$ cat config.mk
export PLATFORM = sky130hd
export DESIGN_NAME = btn_src_arbiter
export DESIGN_NICKNAME = d
export VERILOG_FILES = /design/src/rtl/btn_src_arbiter.sv
export SDC_FILE = /design/constraint.sdc
export NUM_CORES = 1
export LEC_CHECK = 0
export BUFFER_PORTS_ARGS = -buffer_cell sky130_fd_sc_hd__buf_2
export CAP_MARGIN = 30
export CORE_ASPECT_RATIO = 1.25
export CORE_MARGIN = 2
export CORE_UTILIZATION = 45
export DETAILED_ROUTE_END_ITERATION = 8
export SKIP_CTS_REPAIR_TIMING = 1
export SYNTH_ARGS = -nofsm -noshare
export SYNTH_HDL_FRONTEND = slang
export SYNTH_SLANG_ARGS = --single-unit
$ cat constraint.sdc
create_clock -name clk -period 3.9 [get_ports clk]
set_input_delay 0.39 -clock clk [delete_from_list [all_inputs] [get_ports clk]]
set_output_delay 0.39 -clock clk [all_outputs]
set_load 0.02 [all_outputs]
$ cat src/rtl/btn_src_arbiter.sv
// Merges debounced physical buttons and UART command bytes into one-hot button pulses,
// with source-ownership lockout and a two-byte mode-select parser. Optional: BTN_LOWERCASE_EN.
module btn_src_arbiter #(
  parameter int LOCK_CYCLES = 8,
  parameter int TMO_CYCLES  = 16,
  parameter int CNT_W       = 24
) (
  input  logic       clk,
  input  logic       rst_n,
  input  logic [3:0] i_btn,
  input  logic [7:0] i_rx_data,
  input  logic       i_rx_done,
  output logic [3:0] o_btn,
  output logic [1:0] o_mode,
  output logic [1:0] o_owner,
  output logic       o_drop
);

  typedef enum logic {P_IDLE, P_PREFIX} parse_state_t;

  typedef enum logic [1:0] {
    OWN_NONE = 2'b00,
    OWN_PHYS = 2'b01,
    OWN_UART = 2'b10
  } owner_t;

  typedef enum logic [1:0] {
    MODE_WATCH     = 2'b00,
    MODE_STOPWATCH = 2'b01,
    MODE_SENSOR    = 2'b10
  } mode_t;

  localparam logic [CNT_W-1:0] LOCK_LOAD = CNT_W'(LOCK_CYCLES);
  localparam logic [CNT_W-1:0] TMO_LOAD  = CNT_W'(TMO_CYCLES);
  localparam logic [CNT_W-1:0] CNT_ONE   = CNT_W'(1);
  localparam logic [CNT_W-1:0] CNT_ZERO  = '0;

  localparam logic [7:0] CH_U    = 8'h55;
  localparam logic [7:0] CH_D    = 8'h44;
  localparam logic [7:0] CH_L    = 8'h4C;
  localparam logic [7:0] CH_R    = 8'h52;
  localparam logic [7:0] CH_M    = 8'h4D;
  localparam logic [7:0] CH_HASH = 8'h23;
  localparam logic [7:0] CH_W    = 8'h57;
  localparam logic [7:0] CH_S    = 8'h53;
  localparam logic [7:0] CH_T    = 8'h54;

  // Letter match; with lowercase enabled, bit 5 distinguishes the two cases in ASCII.
  function automatic logic byte_is(input logic [7:0] b, input logic [7:0] ch);
`ifdef BTN_LOWERCASE_EN
    return (b == ch) || (b == (ch | 8'h20));
`else
    return b == ch;
`endif
  endfunction

  function automatic mode_t mode_step(input mode_t m);
    case (m)
      MODE_WATCH:     return MODE_STOPWATCH;
      MODE_STOPWATCH: return MODE_SENSOR;
      default:        return MODE_WATCH;
    endcase
  endfunction

  parse_state_t     state_q, state_d;
  logic [CNT_W-1:0] tmo_q, tmo_d;
  logic [CNT_W-1:0] lock_q, lock_d;
  owner_t           owner_q, owner_d;
  mode_t            mode_q, mode_d;
  logic [3:0]       btn_q, btn_d;
  logic             drop_q, drop_d;

  logic [3:0] phys_btn;
  logic       phys_req;
  logic [3:0] uart_btn;
  logic       uart_req;

  // Physical request: several simultaneous bits collapse by U>D>L>R priority.
  assign phys_req = |i_btn;

  always_comb begin
    // NOTE: every combinational output gets a default first so no path can infer a latch.
    phys_btn = 4'b0000;
    if (i_btn[3])      phys_btn = 4'b1000;
    else if (i_btn[2]) phys_btn = 4'b0100;
    else if (i_btn[1]) phys_btn = 4'b0010;
    else if (i_btn[0]) phys_btn = 4'b0001;
  end

  // Parser: button bytes and 'M' only act in P_IDLE; '#' opens a timed prefix window.
  always_comb begin
    state_d  = state_q;
    tmo_d    = tmo_q;
    mode_d   = mode_q;
    uart_req = 1'b0;
    uart_btn = 4'b0000;

    case (state_q)
      P_IDLE: begin
        if (i_rx_done) begin
          if (byte_is(i_rx_data, CH_U)) begin
            uart_req = 1'b1;
            uart_btn = 4'b1000;
          end else if (byte_is(i_rx_data, CH_D)) begin
            uart_req = 1'b1;
            uart_btn = 4'b0100;
          end else if (byte_is(i_rx_data, CH_L)) begin
            uart_req = 1'b1;
            uart_btn = 4'b0010;
          end else if (byte_is(i_rx_data, CH_R)) begin
            uart_req = 1'b1;
            uart_btn = 4'b0001;
          end else if (byte_is(i_rx_data, CH_M)) begin
            mode_d = mode_step(mode_q);
          end else if (i_rx_data == CH_HASH) begin
            state_d = P_PREFIX;
            tmo_d   = TMO_LOAD;
          end
        end
      end

      P_PREFIX: begin
        if (i_rx_done) begin
          // A byte on the expiry cycle still wins over the timeout.
          state_d = P_IDLE;
          tmo_d   = CNT_ZERO;
          if (byte_is(i_rx_data, CH_W))      mode_d = MODE_WATCH;
          else if (byte_is(i_rx_data, CH_S)) mode_d = MODE_STOPWATCH;
          else if (byte_is(i_rx_data, CH_T)) mode_d = MODE_SENSOR;
        end else if (tmo_q <= CNT_ONE) begin
          state_d = P_IDLE;
          tmo_d   = CNT_ZERO;
        end else begin
          tmo_d = tmo_q - CNT_ONE;
        end
      end

      default: begin
        state_d = P_IDLE;
        tmo_d   = CNT_ZERO;
      end
    endcase
  end

  // Arbitration is judged against the owner currently shown, even on the expiry cycle.
  always_comb begin
    owner_d = owner_q;
    lock_d  = lock_q;
    btn_d   = 4'b0000;
    drop_d  = 1'b0;

    if (lock_q != CNT_ZERO) begin
      lock_d = lock_q - CNT_ONE;
      if (lock_q == CNT_ONE) owner_d = OWN_NONE;
    end

    case (owner_q)
      OWN_NONE: begin
        if (phys_req) begin
          btn_d   = phys_btn;
          owner_d = OWN_PHYS;
          lock_d  = LOCK_LOAD;
          drop_d  = uart_req;
        end else if (uart_req) begin
          btn_d   = uart_btn;
          owner_d = OWN_UART;
          lock_d  = LOCK_LOAD;
        end
      end

      OWN_PHYS: begin
        if (phys_req) begin
          btn_d   = phys_btn;
          owner_d = OWN_PHYS;
          lock_d  = LOCK_LOAD;
        end
        if (uart_req) drop_d = 1'b1;
      end

      OWN_UART: begin
        if (uart_req) begin
          btn_d   = uart_btn;
          owner_d = OWN_UART;
          lock_d  = LOCK_LOAD;
        end
        if (phys_req) drop_d = 1'b1;
      end

      default: begin
        owner_d = OWN_NONE;
        lock_d  = CNT_ZERO;
      end
    endcase
  end

  always_ff @(posedge clk or negedge rst_n) begin
    if (!rst_n) begin
      state_q <= P_IDLE;
      tmo_q   <= CNT_ZERO;
      lock_q  <= CNT_ZERO;
      owner_q <= OWN_NONE;
      mode_q  <= MODE_WATCH;
      btn_q   <= 4'b0000;
      drop_q  <= 1'b0;
    end else begin
      // NOTE: registers use non-blocking assignment so every flop samples pre-edge values.
      state_q <= state_d;
      tmo_q   <= tmo_d;
      lock_q  <= lock_d;
      owner_q <= owner_d;
      mode_q  <= mode_d;
      btn_q   <= btn_d;
      drop_q  <= drop_d;
    end
  end

  assign o_btn   = btn_q;
  assign o_mode  = mode_q;
  assign o_owner = owner_q;
  assign o_drop  = drop_q;

endmodule

==> reports/results.tsv, run 1 <==
stage	metric	value	unit
worst_setup_path	startpoint types	flip-flop	
yosys	synth unique cells	57	
worst_setup_path	RR Endpoint	tmo_q[23]	
hold_path	Hold Path Class	in -> async	
timing	TNS Setup	0	ps
die	Vert. Die Dim	101	um
global_route	global-route wire length before repair	12.8	mm
timing	final worst slack	1320	ps
global_route	overall global routing resource usage	19.8	%
timing	Max Fclk	387	MHz
worst_setup_path	CP required	4080	ps
die	Boundary Pins	24	
clocking	clock tree buffer depth	2	
power_and_ir_drop	Max IR drop VDD	200	uV
detailed_routing	Routed WL	7.33	mm
power_and_ir_drop	Pwr Density	364	nW/um^2
worst_setup_path	CP Class	reg -> reg	
timing	Tcrit/Tclk final	66.3	%
yosys	top cell type's share of synthesized area	43.1	%
clocking	Num CTS Buffers	9	
clocking	CTS sink cnt	58	
worst_setup_path	critical path, cell by cell	or3_1 > nor4b_4 > a31oi_1 > nor2_2 > nor2_1	
yosys	Primary FF master, synth	dfrtp_1	
timing	slew margin rel.	34.8	%
global_route	largest net degree at the start of global routing	34	
detailed_routing	first-pass iteration count of the detailed router	4	
die	effective utilization at floorplan	46.0	%
clocking	CTS tree	built	
worst_setup_path	CP arrival	2770	ps
yosys	Post-Syn Instances	361	
yosys	Cell Area, Synth	3370	um^2
power_and_ir_drop	sw frac	24.3	%
worst_setup_path	worst stage delay on the critical path	570	ps
finish	P&R area growth vs syn	11.7	%
yosys	most instantiated cells after synthesis	58 x dfrtp_1, 36 x nor3_1, 33 x nor2_1	
clocking	Worst-Skew Late Latency	340	ps
placement	pre-CTS setup slack	1380	ps
yosys	most area-consuming cells after synthesis	dfrtp_1 43%, nor3_1 5.4%, xor2_1 5.2%	
timing	Pins Over Slew Limit	0	
timing	Hold Fails Final Rpt	0	
worst_setup_path	cell family contributing the most delay on the critical path	simple AND/OR/NAND/NOR gates	
power_and_ir_drop	internal power	0.00104	W
worst_setup_path	Crit path buffers/inverters	0	
die	die area	8190	um^2
yosys	synthesis-stage register bit count	58	
finish	NumNets Final	401	
die	core area	7310	um^2
finish	# diodes	0	
die	die width	81.4	um
worst_setup_path	WP depth	5	
timing	Worst Clk Skew	9.57	ps
finish	share of cells above drive strength 1	14.8	%
global_route	initial antenna violation count	0	
timing	Least-Margin Pin Slew	969	ps
finish	post-layout util	51.4	%
yosys	YS warnings	0	
global_route	grt ovf	0	
detailed_routing	Avg Vias per Cell	5.85	
timing	# setup viols final	0	
placement	Post-DP Area	3540	um^2
global_route	vias in the first global route	2728	
worst_setup_path	CP endpoint kind	flip-flop	
power_and_ir_drop	Clock power frac	45.4	%
placement	IO buf count	23	
yosys	Post-Syn Nets	381	
yosys	sequential element share of the synthesized area	43.1	%
die	FP Rows	35	
worst_setup_path	peak fanout along the critical path	14	
flow_run	max capacitance violation total	0	
yosys	Post-synth EDFFs	0	
yosys	syn_area_per_cell	9.33	um^2
yosys	cell with the most instances after synthesis	dfrtp_1	
timing	RSZ-0062 raised after global routing	false	
clocking	htree depth	3	
placement	GP Congestion	0.786	
detailed_routing	DRC	0	
power_and_ir_drop	Gate power share	8.1	%
placement	Detailed Place HPWL	5.00	mm
detailed_routing	total number of vias	2798	
clocking	Root Driver	clkbuf_8	
status	status	complete, no violations	
timing	minimum clock period	2580	ps
worst_setup_path	R2R setup slack	1320	ps
detailed_routing	antenna viol nets, final	0	
finish	design area	3760	um^2
power_and_ir_drop	P_sw	0.000333	W
detailed_routing	drt first-iter violations	99	
worst_setup_path	slowest library cell on the worst path	nor2_2	
power_and_ir_drop	share of power burned in registers	46.5	%
yosys	FFs w/ async S/R, synth	100	%
power_and_ir_drop	Static Leak	1.53	nW
worst_setup_path	FF-to-FF path depth	5	
detailed_routing	wire per inst	15.3	um
yosys	area leader, netlist	dfrtp_1	
worst_setup_path	reg2reg start	tmo_q[4]	
clocking	clock transition at the registers of the reported paths	70	ps
==> flip-flops by register name (all words and copies together), names as in the netlist <==
| signal | cells |
|---|---|
| o_owner | 2 |
| tmo_q | 24 |
| state_q | 1 |
| o_mode | 2 |
| o_btn | 4 |
| o_drop | 1 |
| lock_q | 24 |
==> cell type report <==
| class | instances | area, um^2 |
|---|---|---|
| Clock buffer | 11 | 141 |
| Clock inverter | 5 | 77.6 |
| Fill cell | 665 | 3550 |
| Inverter | 14 | 52.6 |
| Multi-Input combinational cell | 273 | 1790 |
| Sequential cell | 58 | 1450 |
| Tap cell | 92 | 115 |
| Timing Repair Buffer | 25 | 130 |
==> per-stage QoR <==
stage	power (W)	instances	hold slack (ps)
CTS	0.00138	478	80.9
global placement	0.000758	462	438
global route	0.00143	478	109
finish	0.00137	478	61.3
floorplan	0.000716	361	94.4
detailed placement	0.000760	462	446
==> metal layers <==
metal  wire, um  up-vias  GRT usage, %
met3        188       13          3.85
li1           -     1367             -
met1       3340     1377          25.8
met5          0        -             0
met4        114        0          6.26
met2       3690       41          32.9
==> placed cells by master, fill, tap and decap left out, types with 9 or more instances in the layout <==
cell      count
nor2_1       33
nand2_1      18
nor3_1       36
xor2_1       20
dfrtp_1      58
a21oi_1      15
nand3_1      10
inv_1        14
nand4_1      14
xnor2_1      13
or3_1         9
buf_2        23
o21ai_0      12
clkbuf_8     10
==> power groups by stage <==
stage | combinational [W] | sequential [W] | clock [W]
3_5_place_dp | 0.000111 | 0.000648 | 0
5_1_grt | 0.000129 | 0.000641 | 0.000664
4_1_cts | 0.000112 | 0.000637 | 0.000634
3_3_place_gp | 0.000110 | 0.000648 | 0
2_1_floorplan | 0.0000686 | 0.000648 | 0
6_report | 0.000110 | 0.000638 | 0.000623
==> cell families (layout without fill, tap and decap cells) <==
logic type,Yosys count,count (layout),synth area share [%]
xor gates and xnor gates,33,33,8.58
AOI/OAI and AO/OA,62,62,12.6
adders and majority gates,5,5,1.86
muxes,2,2,0.669
DFF,58,58,43.1
buffers and inverters,30,55,3.60
and+or+nand+nor,171,171,29.5
==> how the worst max path moves through the flow <==
stage | startpoint | endpoint | slack (ps)
5_1_grt | tmo_q[14] | tmo_q[23] | 1100
6_report | tmo_q[4] | tmo_q[23] | 1320
3_5_place_dp | tmo_q[10] | tmo_q[21] | 1380
3_3_place_gp | tmo_q[10] | tmo_q[11] | 1470
4_1_cts | tmo_q[10] | tmo_q[23] | 1330
2_1_floorplan | i_rx_data[1] | o_mode[0] | 1790
(Power assumes the default switching activity.)
==> inputs of run 2 (changes only) <==
Clock period 3.9 ns to 2.4 ns, I/O delays scaled along.
==> reports/results.tsv, run 2 (synthesis results as in run 1) <==
stage	metric	value	unit	change
hold_path	Hold Path Class	in -> reg		
timing	Hold Fails Final Rpt	0		unchanged
placement	Post-DP Area	3680	um^2	+3.8%
detailed_routing	DRC	0		unchanged
power_and_ir_drop	P_sw	0.000552	W	+66%
worst_setup_path	CP Class	reg -> reg		
global_route	vias in the first global route	2759		+1.1%
finish	most frequent cells in the layout	58 x dfrtp_1, 36 x nor3_1, 33 x nor2_1		
die	die width	81.4	um	unchanged
power_and_ir_drop	internal power	0.00169	W	+63%
global_route	overall global routing resource usage	20.4	%	+0.59 points
finish	P&R area growth vs syn	16.1	%	
global_route	global-route wire length before repair	13.0	mm	+1.6%
clocking	clock transition at the registers of the reported paths	70	ps	about the same
power_and_ir_drop	Clock power frac	45.4	%	about the same
worst_setup_path	crit path capture	tmo_q[15]		
detailed_routing	first-pass iteration count of the detailed router	4		unchanged
power_and_ir_drop	Pwr Density	574	nW/um^2	+58%
global_route	M1 GR Usage	25.6	%	-0.24 points
worst_setup_path	startpoint types	flip-flop		
finish	# diodes	0		unchanged
flow_run	max capacitance violation total	0		unchanged
detailed_routing	Avg Vias per Cell	5.75		-1.8%
clocking	CTS sink cnt	58		unchanged
power_and_ir_drop	Max IR drop VDD	305	uV	+52%
power_and_ir_drop	Static Leak	1.62	nW	+6.1%
status	status	complete, no violations		
placement	IO buf count	23		unchanged
global_route	grt ovf	0		unchanged
worst_setup_path	FF-to-FF path depth	5		unchanged
timing	Tcrit/Tclk final	88.0	%	+22 points
timing	TNS Setup	0	ps	unchanged
detailed_routing	antenna viol nets, final	0		unchanged
timing	Max Fclk	474	MHz	+22%
timing	slew margin rel.	62.8	%	+28 points
timing	Pins Over Slew Limit	0		unchanged
die	die area	8190	um^2	unchanged
timing	# setup viols final	0		unchanged
worst_setup_path	CP arrival	2340	ps	-430 ps
worst_setup_path	R2R setup slack	290	ps	-1030 ps
power_and_ir_drop	sw frac	24.6	%	+0.26 points
detailed_routing	Routed WL	7.61	mm	+3.8%
timing	Worst Clk Skew	11.1	ps	+1.49 ps
timing	Least-Margin Pin Slew	543	ps	-426 ps
finish	design area	3910	um^2	+3.9%
global_route	initial antenna violation count	0		unchanged
finish	NumNets Final	420		+4.7%
detailed_routing	total number of vias	2858		+2.1%
global_route	grt met2 use	34.8	%	+1.9 points
die	Boundary Pins	24		unchanged
worst_setup_path	Worst Setup SP	tmo_q[10]		
timing	RSZ-0062 raised after global routing	false		
finish	share of cells above drive strength 1	18.5	%	+3.8 points
die	FP Rows	35		unchanged
placement	GP Congestion	0.800		+1.7%
clocking	Root Driver	clkbuf_8		
worst_setup_path	CP required	2620	ps	-1460 ps
timing	minimum clock period	2110	ps	-473 ps
worst_setup_path	CP endpoint kind	flip-flop		
clocking	Num CTS Buffers	9		unchanged
placement	Detailed Place HPWL	5.39	mm	+7.9%
finish	commonest non-fill, non-tap cell in the layout	dfrtp_1		
clocking	htree depth	3		unchanged
clocking	CTS tree	built		
die	effective utilization at floorplan	46.0	%	unchanged
power_and_ir_drop	Gate power share	8.4	%	+0.3 points
worst_setup_path	RR Endpoint	tmo_q[15]		
detailed_routing	wire per inst	15.3	um	-0.21%
clocking	clock tree buffer depth	2		unchanged
die	Vert. Die Dim	101	um	unchanged
worst_setup_path	peak fanout along the critical path	4		-10
global_route	met3 Resource Use GR	2.69	%	-1.2 points
global_route	busiest layer in global routing	met2		
detailed_routing	drt first-iter violations	122		+23%
global_route	largest net degree at the start of global routing	25		-26%
clocking	Worst-Skew Late Latency	340	ps	about the same
worst_setup_path	reg2reg start	tmo_q[10]		
die	core area	7310	um^2	unchanged
power_and_ir_drop	share of power burned in registers	46.2	%	-0.3 points
[run 2: cell count changes in the layout (fill, tap and decap cells not counted)]
cell	delta
buf_4	+18
dlygate4sd3_1	+1
[run 2: cell type report]
type,count,area (um^2)
fillers,658,3410
multi-input cells,273,1790
clock inverters,5,77.6
repair buffers,44,275
well taps,92,115
inverters,14,52.6
flip-flops and latches,58,1450
clock buffers,11,141
[run 2: power groups by stage]
stage                     combinational, W  clock, W  sequential, W
after floorplan                   0.000111         0        0.00105
after global placement            0.000188         0        0.00105
after detailed placement          0.000190         0        0.00106
after CTS                         0.000191   0.00103        0.00104
after global routing              0.000214   0.00108        0.00104
final                             0.000190   0.00102        0.00104
[run 2: stage by stage]
stage	instances	power [W]	worst slack [ps]	util [%]	hold slack (ps)
after detailed placement	480	0.00125	222	50.3	249
after CTS	496	0.00226	280	53.3	-123
final	497	0.00224	288	53.4	171
after global placement	480	0.00124	258	50.3	251
after floorplan	361	0.00116	342	-	-55.6
after global routing	497	0.00234	58.7	53.4	158
[run 2: routing by layer]
metal | share of wire, % | vias to the layer above
met3 | 2.1 | 9
met5 | 0 | -
met4 | 1.7 | 0
li1 | - | 1411
met1 | 44 | 1396
met2 | 52 | 42
[run 2: worst max-delay path, stage by stage (launching register included)]
cell and delay, ps:
dfrtp_1 390, or4_4 580, or4b_4 530, nor4_2 290, xnor2_1 170, nor2_2 40
[run 2: worst min-delay path by stage]
stage / from / end / slack, ps / cells past startpoint
after floorplan: rst_n / lock_q[0] / -60 / 0
after global placement: rst_n / lock_q[20] / 250 / 1
after detailed placement: rst_n / lock_q[21] / 250 / 1
after CTS: rst_n / lock_q[21] / -120 / 1
after global routing: i_btn[2] / o_btn[1] / 160 / 2
final: i_btn[2] / o_btn[1] / 170 / 2
